[src/rtl/onehot_decoder_seq_pkg.sv]
// Shared types and helpers for the sequenced one-hot decoder and its FIFO.
package decoder_pkg;

  localparam int unsigned DEF_CODE_W = 3;
  localparam int unsigned MAX_CODE_W = 8;

  typedef enum logic {
    IDLE,
    SHOW
  } state_t;

  // Widest supported one-hot word; callers narrow the result with a cast.
  function automatic logic [(1 << MAX_CODE_W)-1:0] onehot(input logic [MAX_CODE_W-1:0] code);
    logic [(1 << MAX_CODE_W)-1:0] r;
    r       = '0;
    r[code] = 1'b1;
    return r;
  endfunction

endpackage

[src/rtl/onehot_decoder_seq_fifo.sv]
// Synchronous DEPTH x W code FIFO with occupancy counter; no push/pop bypass.
module code_fifo
  import decoder_pkg::*;
#(
  parameter int unsigned W     = DEF_CODE_W,
  parameter int unsigned DEPTH = 4
) (
  input  logic         clk,
  input  logic         rst,
  input  logic         push,
  input  logic         pop,
  input  logic [W-1:0] din,
  output logic         full,
  output logic         empty,
  output logic [W-1:0] head
);

  localparam int unsigned AW = $clog2(DEPTH);
  localparam int unsigned CW = AW + 1;

  logic [AW-1:0] r_wr_ptr;
  logic [AW-1:0] r_rd_ptr;
  logic [CW-1:0] r_count;
  logic [W-1:0]  r_mem [DEPTH];
  logic          w_do_push;
  logic          w_do_pop;

  assign full      = (r_count == CW'(DEPTH));
  assign empty     = (r_count == '0);
  assign head      = r_mem[r_rd_ptr];
  // A full FIFO refuses pushes even when a pop frees a slot this cycle.
  assign w_do_push = push & ~full;
  assign w_do_pop  = pop & ~empty;

  always_ff @(posedge clk) begin
    if (rst) begin
      r_wr_ptr <= '0;
      r_rd_ptr <= '0;
      r_count  <= '0;
    end else begin
      if (w_do_push) r_wr_ptr <= r_wr_ptr + AW'(1);
      if (w_do_pop)  r_rd_ptr <= r_rd_ptr + AW'(1);
      r_count <= r_count + CW'(w_do_push) - CW'(w_do_pop);
    end
  end

  always_ff @(posedge clk) begin
    if (w_do_push) r_mem[r_wr_ptr] <= din;
  end

endmodule

[src/rtl/onehot_decoder_seq.sv]
// Queues binary codes and shows each as a registered one-hot word for DWELL cycles.
module onehot_decoder_seq
  import decoder_pkg::*;
#(
  parameter int unsigned CODE_W = DEF_CODE_W,
  parameter int unsigned DEPTH  = 4,
  parameter int unsigned DWELL  = 4,
  localparam int unsigned OUT_W = 1 << CODE_W
) (
  input  logic              clk,
  input  logic              rst,
  input  logic              en,
  input  logic              in_valid,
  input  logic [CODE_W-1:0] in_code,
  output logic              in_ready,
  output logic [OUT_W-1:0]  y,
  output logic              y_valid,
  output logic              busy
);

  localparam int unsigned CNT_W = $clog2(DWELL) + 1;

  state_t              r_state;
  state_t              w_state_nxt;
  logic [CNT_W-1:0]    r_cnt;
  logic [CNT_W-1:0]    w_cnt_nxt;
  logic [OUT_W-1:0]    r_y;
  logic [OUT_W-1:0]    w_y_nxt;
  logic                r_y_valid;
  logic                w_y_valid_nxt;
  logic                w_full;
  logic                w_empty;
  logic                w_push;
  logic                w_pop;
  logic [CODE_W-1:0]   w_head;
  logic [OUT_W-1:0]    w_head_onehot;

  assign in_ready      = ~w_full & ~rst;
  assign w_push        = in_valid & in_ready;
  assign w_head_onehot = OUT_W'(onehot(MAX_CODE_W'(w_head)));

  code_fifo #(
    .W     (CODE_W),
    .DEPTH (DEPTH)
  ) u_fifo (
    .clk   (clk),
    .rst   (rst),
    .push  (w_push),
    .pop   (w_pop),
    .din   (in_code),
    .full  (w_full),
    .empty (w_empty),
    .head  (w_head)
  );

  always_ff @(posedge clk) begin
    if (rst) begin
      r_state   <= IDLE;
      r_cnt     <= '0;
      r_y       <= '0;
      r_y_valid <= 1'b0;
    end else begin
      r_state   <= w_state_nxt;
      r_cnt     <= w_cnt_nxt;
      r_y       <= w_y_nxt;
      r_y_valid <= w_y_valid_nxt;
    end
  end

  always_comb begin
    w_state_nxt   = r_state;
    w_cnt_nxt     = r_cnt;
    w_y_nxt       = r_y;
    w_y_valid_nxt = r_y_valid;
    w_pop         = 1'b0;
    unique case (r_state)
      IDLE: begin
        w_y_nxt       = '0;
        w_y_valid_nxt = 1'b0;
        if (en && !w_empty) begin
          w_pop         = 1'b1;
          w_y_nxt       = w_head_onehot;
          w_y_valid_nxt = 1'b1;
          w_cnt_nxt     = CNT_W'(DWELL - 1);
          w_state_nxt   = SHOW;
        end
      end
      SHOW: begin
        if (!en) begin
          w_y_nxt       = '0;
          w_y_valid_nxt = 1'b0;
          w_state_nxt   = IDLE;
        end else if (r_cnt != '0) begin
          w_cnt_nxt = r_cnt - CNT_W'(1);
        end else if (!w_empty) begin
          // Reload straight from the head so consecutive words have no gap cycle.
          w_pop         = 1'b1;
          w_y_nxt       = w_head_onehot;
          w_y_valid_nxt = 1'b1;
          w_cnt_nxt     = CNT_W'(DWELL - 1);
        end else begin
          w_y_nxt       = '0;
          w_y_valid_nxt = 1'b0;
          w_state_nxt   = IDLE;
        end
      end
      default: begin
        w_state_nxt   = IDLE;
        w_y_nxt       = '0;
        w_y_valid_nxt = 1'b0;
      end
    endcase
  end

  assign y       = r_y;
  assign y_valid = r_y_valid;
  assign busy    = (r_state == SHOW) | ~w_empty;

endmodule

[config.mk]
export PLATFORM = sky130hd
export DESIGN_NAME = onehot_decoder_seq
export DESIGN_NICKNAME = d
export VERILOG_FILES = /design/src/rtl/onehot_decoder_seq_pkg.sv /design/src/rtl/onehot_decoder_seq_fifo.sv /design/src/rtl/onehot_decoder_seq.sv
export SDC_FILE = /design/constraint.sdc
export NUM_CORES = 1
export LEC_CHECK = 0
export BUFFER_PORTS_ARGS = -buffer_cell sky130_fd_sc_hd__buf_2
export CELL_PAD_IN_SITES_DETAIL_PLACEMENT = 2
export CELL_PAD_IN_SITES_GLOBAL_PLACEMENT = 2
export CORE_MARGIN = 3
export CORE_UTILIZATION = 36
export CTS_BUF_LIST = sky130_fd_sc_hd__clkbuf_4 sky130_fd_sc_hd__clkbuf_8
export DETAILED_ROUTE_END_ITERATION = 10
export PLACE_DENSITY_LB_ADDON = 0.1
export SYNTH_ARGS = -nofsm -noshare
export SYNTH_HDL_FRONTEND = slang
export SYNTH_SLANG_ARGS = --single-unit
[constraint.sdc]
create_clock -name clk -period 2.7 [get_ports clk]
set_clock_uncertainty 0.2 [all_clocks]
set_input_delay 0.54 -clock clk [delete_from_list [all_inputs] [get_ports clk]]
set_output_delay 0.54 -clock clk [all_outputs]
set_load 0.1 [all_outputs]
==> metrics.md <==
| Metric | Value |
|---|---|
| Worst min-delay path startpoint | r_cnt[0] |
| Detailed-route DRC error count | 0 |
| Final setup margin | 0.130 ns |
| I/O pins | 18 |
| Total CTS buffers | 5 |
| Full die area | slightly below 0.005 sq mm |
| Power density cells | 1090 mW/mm^2 |
| Final antenna diode count | 0 |
| Synth warnings | 0 |
| Vias in the first global route | 1,120 |
| Worst-margin pin slew | a little under 0.6 ns |
| Most numerous cell in the Yosys netlist | dfxtp_1 |
| Nets | 166 |
| Post-synthesis adder-cell area fraction | 8.18% |
| H-tree depth | 2 |
| Share of layout cells above drive strength 1 | 32.5% |
| CP Data Required Time | between 2 and 3 ns |
| Area contributors post-synth | dfxtp_1 (30%), edfxtp_1 (25%), ha_1 (6.8%) |
| CTS tree | built |
| Clock-pin slew on the worst setup and hold paths | ~0.070 ns |
| Largest area contributor in the netlist | dfxtp_1 |
| Site Rows | 22 |
| CORE AREA | 0.00380 sq mm |
| Die height | ~70 microns |
| Final RePlAce weighted congestion | 0.714 |
| Max Cap Viol | 0 |
| Crit path DAT | around 2.6 ns |
| Synth Area in Compound Gates | 14.9% |
| Clk_lat worst skew | between 0.2 and 0.3 ns |
| HPWL Detailed | ~2300 microns |
| CTS Root Cell | clkbuf_8 |
| Hold Crit Class | flip-flop to flip-flop |
| Initial antenna violation count | 0 |
| Sum Neg Setup Slack | 0 ns |
| Internal power | 1.18 mW |
| Leak | 0.697 nW |
| R2R Setup Slk | between 0.1 and 0.15 ns |
| Worst Setup End Kind | flip-flop |
| Syn Inst Count | about 120 |
| Sw power | 0.782 mW |
| Largest family of logic cells by synthesized area | compound AO/OA/AOI/OAI gates |
| First-pass GRT wire length | 5350 microns |
| Die X | roughly 70 microns |
| Sink Count | 34 |
| Minimum clock period after layout | ~2.6 ns |
| R2R Path End | u_fifo.r_count[2] |
| Syn_nets | approximately 140 |
| Worst Reg-to-Reg Cells | 12 |
| XOR/XNOR Fraction of Synth Area | 2.39% |
| Most frequent cells after synthesis | dfxtp_1 (22), nor2_1 (18), edfxtp_1 (12) |
| Yosys cell types | 33 |
| Clock tree buffer depth | 2 |
| Largest net degree at the start of global routing | 13 |
| Total track usage | 14.2% |
| Routed wire length per instance | 16.2 microns |
| Initial Util | 38.6% |
| Post-DRT Antenna Nets | 0 |
| Vias per cell | 4.96 |
| Mux contribution to synthesized area | 4.60% |
| Post-synthesis simple-gate area fraction | 11.9% |
| CP Cell Sequence | inv_1 -> ha_2 -> or2b_4 -> a21oi_4 -> ha_4 -> inv_1 -> ha_1 -> inv_1 -> fa_2 -> xor2_1 -> xnor2_1 -> nor2_1 |
| CTS Hold Bufs | 0 |
| Clock network fraction of total power | between 20% and 30% |
| Sw frac | 39.8% |
| DP Worst Slack | 0.0853 ns |
| Status | complete, no violations |
| Top cell type's share of synthesized area | 30.0% |
| Post-DP Area | 0.00164 sq mm |
| Layout area overhead | 22.4% |
| Routed wire length | 3230 microns |
| Sequential cell area fraction in the yosys report | 54.6% |
| Kind of critical path | flip-flop to flip-flop |
| Worst r2r src | r_cnt[0] |
| Total number of vias | 988 |
| Crit-path max FO | 4 |
| Finished Cell Area | ~0.0018 sq mm |
| Startpoint types | flip-flop |
| Hold Slack | 0.247 ns |
| Most used flip-flop cell after synthesis | dfxtp_1 |
| Fin crit share | between 90% and 100% |
| Fmax | 389 MHz |
| Logic pwr share | 41.1% |
| Register share of total power | 34.7% |
| Hold Path Cell Cnt | 1 |
| Setup violations, final | 0 |
| Fillers | between 400 and 500 |
| Initial DRC count | 18 |
| Final core occ | a little under half |
| Crit-path slowest cell | dfxtp_2 |
| FFs w/ async S/R, synth | 0% |
| Number of synthesized register bits | 34 |
| EDFF count, synth | 12 |
| Hold Path Sink | r_cnt[0] |
| Port bufs | 17 |
| GR Overflow Total | 0 |
| Syn_area_per_cell | 12.0 sq um |
| Fin. Hold Viols | 0 |
| Most common cell type on the critical path | inv_1 |
| Mapped Area | 0.00147 sq mm |
| Worst slew margin | roughly three fifths |
| Peak VDD IR | 0.459 mV |
| DR pass1 iterations | 2 |
| Delay of the slowest cell on the worst path | 0.33 ns |
| Slew Viols, Final | 0 |
-- placed cells by master, fill, tap and decap left out --
cell / synthesis / routed
nand2_1: 2 / 2
or3_1: 1 / 1
o31ai_1: 1 / 1
ha_4: 0 / 1
a211oi_4: 2 / 2
xnor2_1: 3 / 3
ha_2: 0 / 1
bufinv_16: 0 / 1
a21bo_1: 1 / 1
clkbuf_8: 0 / 5
nor2_1: 18 / 18
nor3_1: 1 / 1
a211oi_2: 1 / 1
a21oi_1: 3 / 2
fa_2: 0 / 1
ha_1: 8 / 6
o21ai_0: 1 / 1
clkinvlp_4: 0 / 2
nand3b_1: 1 / 1
o211a_2: 1 / 1
a211oi_1: 2 / 2
nor2b_1: 4 / 4
mux4_2: 3 / 3
edfxtp_1: 12 / 12
a22oi_1: 8 / 8
or4_1: 1 / 1
buf_2: 1 / 17
buf_4: 0 / 7
dfxtp_1: 22 / 21
o31a_2: 1 / 1
xor2_1: 1 / 1
a21oi_4: 0 / 1
a21oi_2: 1 / 1
or2b_4: 1 / 1
dfxtp_2: 0 / 1
a31oi_2: 1 / 1
and3_1: 1 / 1
and2_1: 5 / 5
inv_1: 10 / 10
o31ai_2: 1 / 1
-- worst max-delay path by stage --
stage	to	slack, ns	start
after floorplan	u_fifo.r_count[2]	0.13	r_cnt[0]
after global placement	u_fifo.r_count[2]	0.20	r_cnt[0]
after detailed placement	u_fifo.r_count[2]	0.09	r_cnt[0]
after CTS	u_fifo.r_count[2]	0.02	r_cnt[0]
after global routing	u_fifo.r_count[2]	-0.03	r_cnt[1]
final	u_fifo.r_count[2]	0.13	r_cnt[0]
-- stage by stage --
step           std cells  power [mW]
6_report             199        1.96
5_1_grt              199        2.10
4_1_cts              197        1.93
3_5_place_dp         189        1.45
3_3_place_gp         189        1.40
2_1_floorplan        122        1.26
-- worst max-delay path: cells and delay by family (launching register included) --
family	cells	cell delay (ns)
compound gates	1	0.19
xor+xnor	2	0.32
fa+ha+maj	4	0.87
buf+inv	3	0.18
flops	1	0.33
simple gates	2	0.35
-- registers in the layout, indices dropped and copies added, names as in the netlist, named ones only --
signal,cells
y_valid,1
u_fifo.r_mem,12
u_fifo.r_rd_ptr,2
u_fifo.r_count,3
r_state,1
r_cnt,3
u_fifo.r_wr_ptr,2
y,8
-- metal layers --
layer	track usage, %	wire length (microns)	vias to the layer above	share of wire [%]
li1	-	-	479	-
met4	4.47	50	0	1.5
met1	15.2	1310	488	41
met2	25.7	1740	15	54
met3	5.18	125	6	3.9
met5	0	0	-	0
-- repair_timing --
item                       CTS  global route
setup endpoints to repair    0             1
buffers inserted             0             2
resized for setup            0             5
-- power by group through the flow --
stage | clock network, mW | logic (mW) | registers (mW)
floorplan | 0 | 0.500 | 0.761
global placement | 0 | 0.715 | 0.683
detailed placement | 0 | 0.753 | 0.692
CTS | 0.487 | 0.765 | 0.682
global route | 0.516 | 0.893 | 0.695
finish | 0.474 | 0.808 | 0.682
-- cells by family after synthesis --
logic type | after synthesis
compound gates | 24
xor+xnor | 4
fa+ha+maj | 9
buf+inv | 13
flops | 34
mux | 3
simple gates | 35
-- final cells by class --
cell class / instances / area, sq um / area share [%]
Sequential cell: 34 / 802 / 44.6
Multi-Input combinational cell: 75 / 646 / 35.9
Clock buffer: 5 / 68.8 / 3.83
Timing Repair Buffer: 24 / 138 / 7.66
Clock inverter: 3 / 45.0 / 2.51
Tap cell: 48 / 60.1 / 3.34
Inverter: 10 / 37.5 / 2.09
Note: power is estimated with default switching activity, not from simulation.
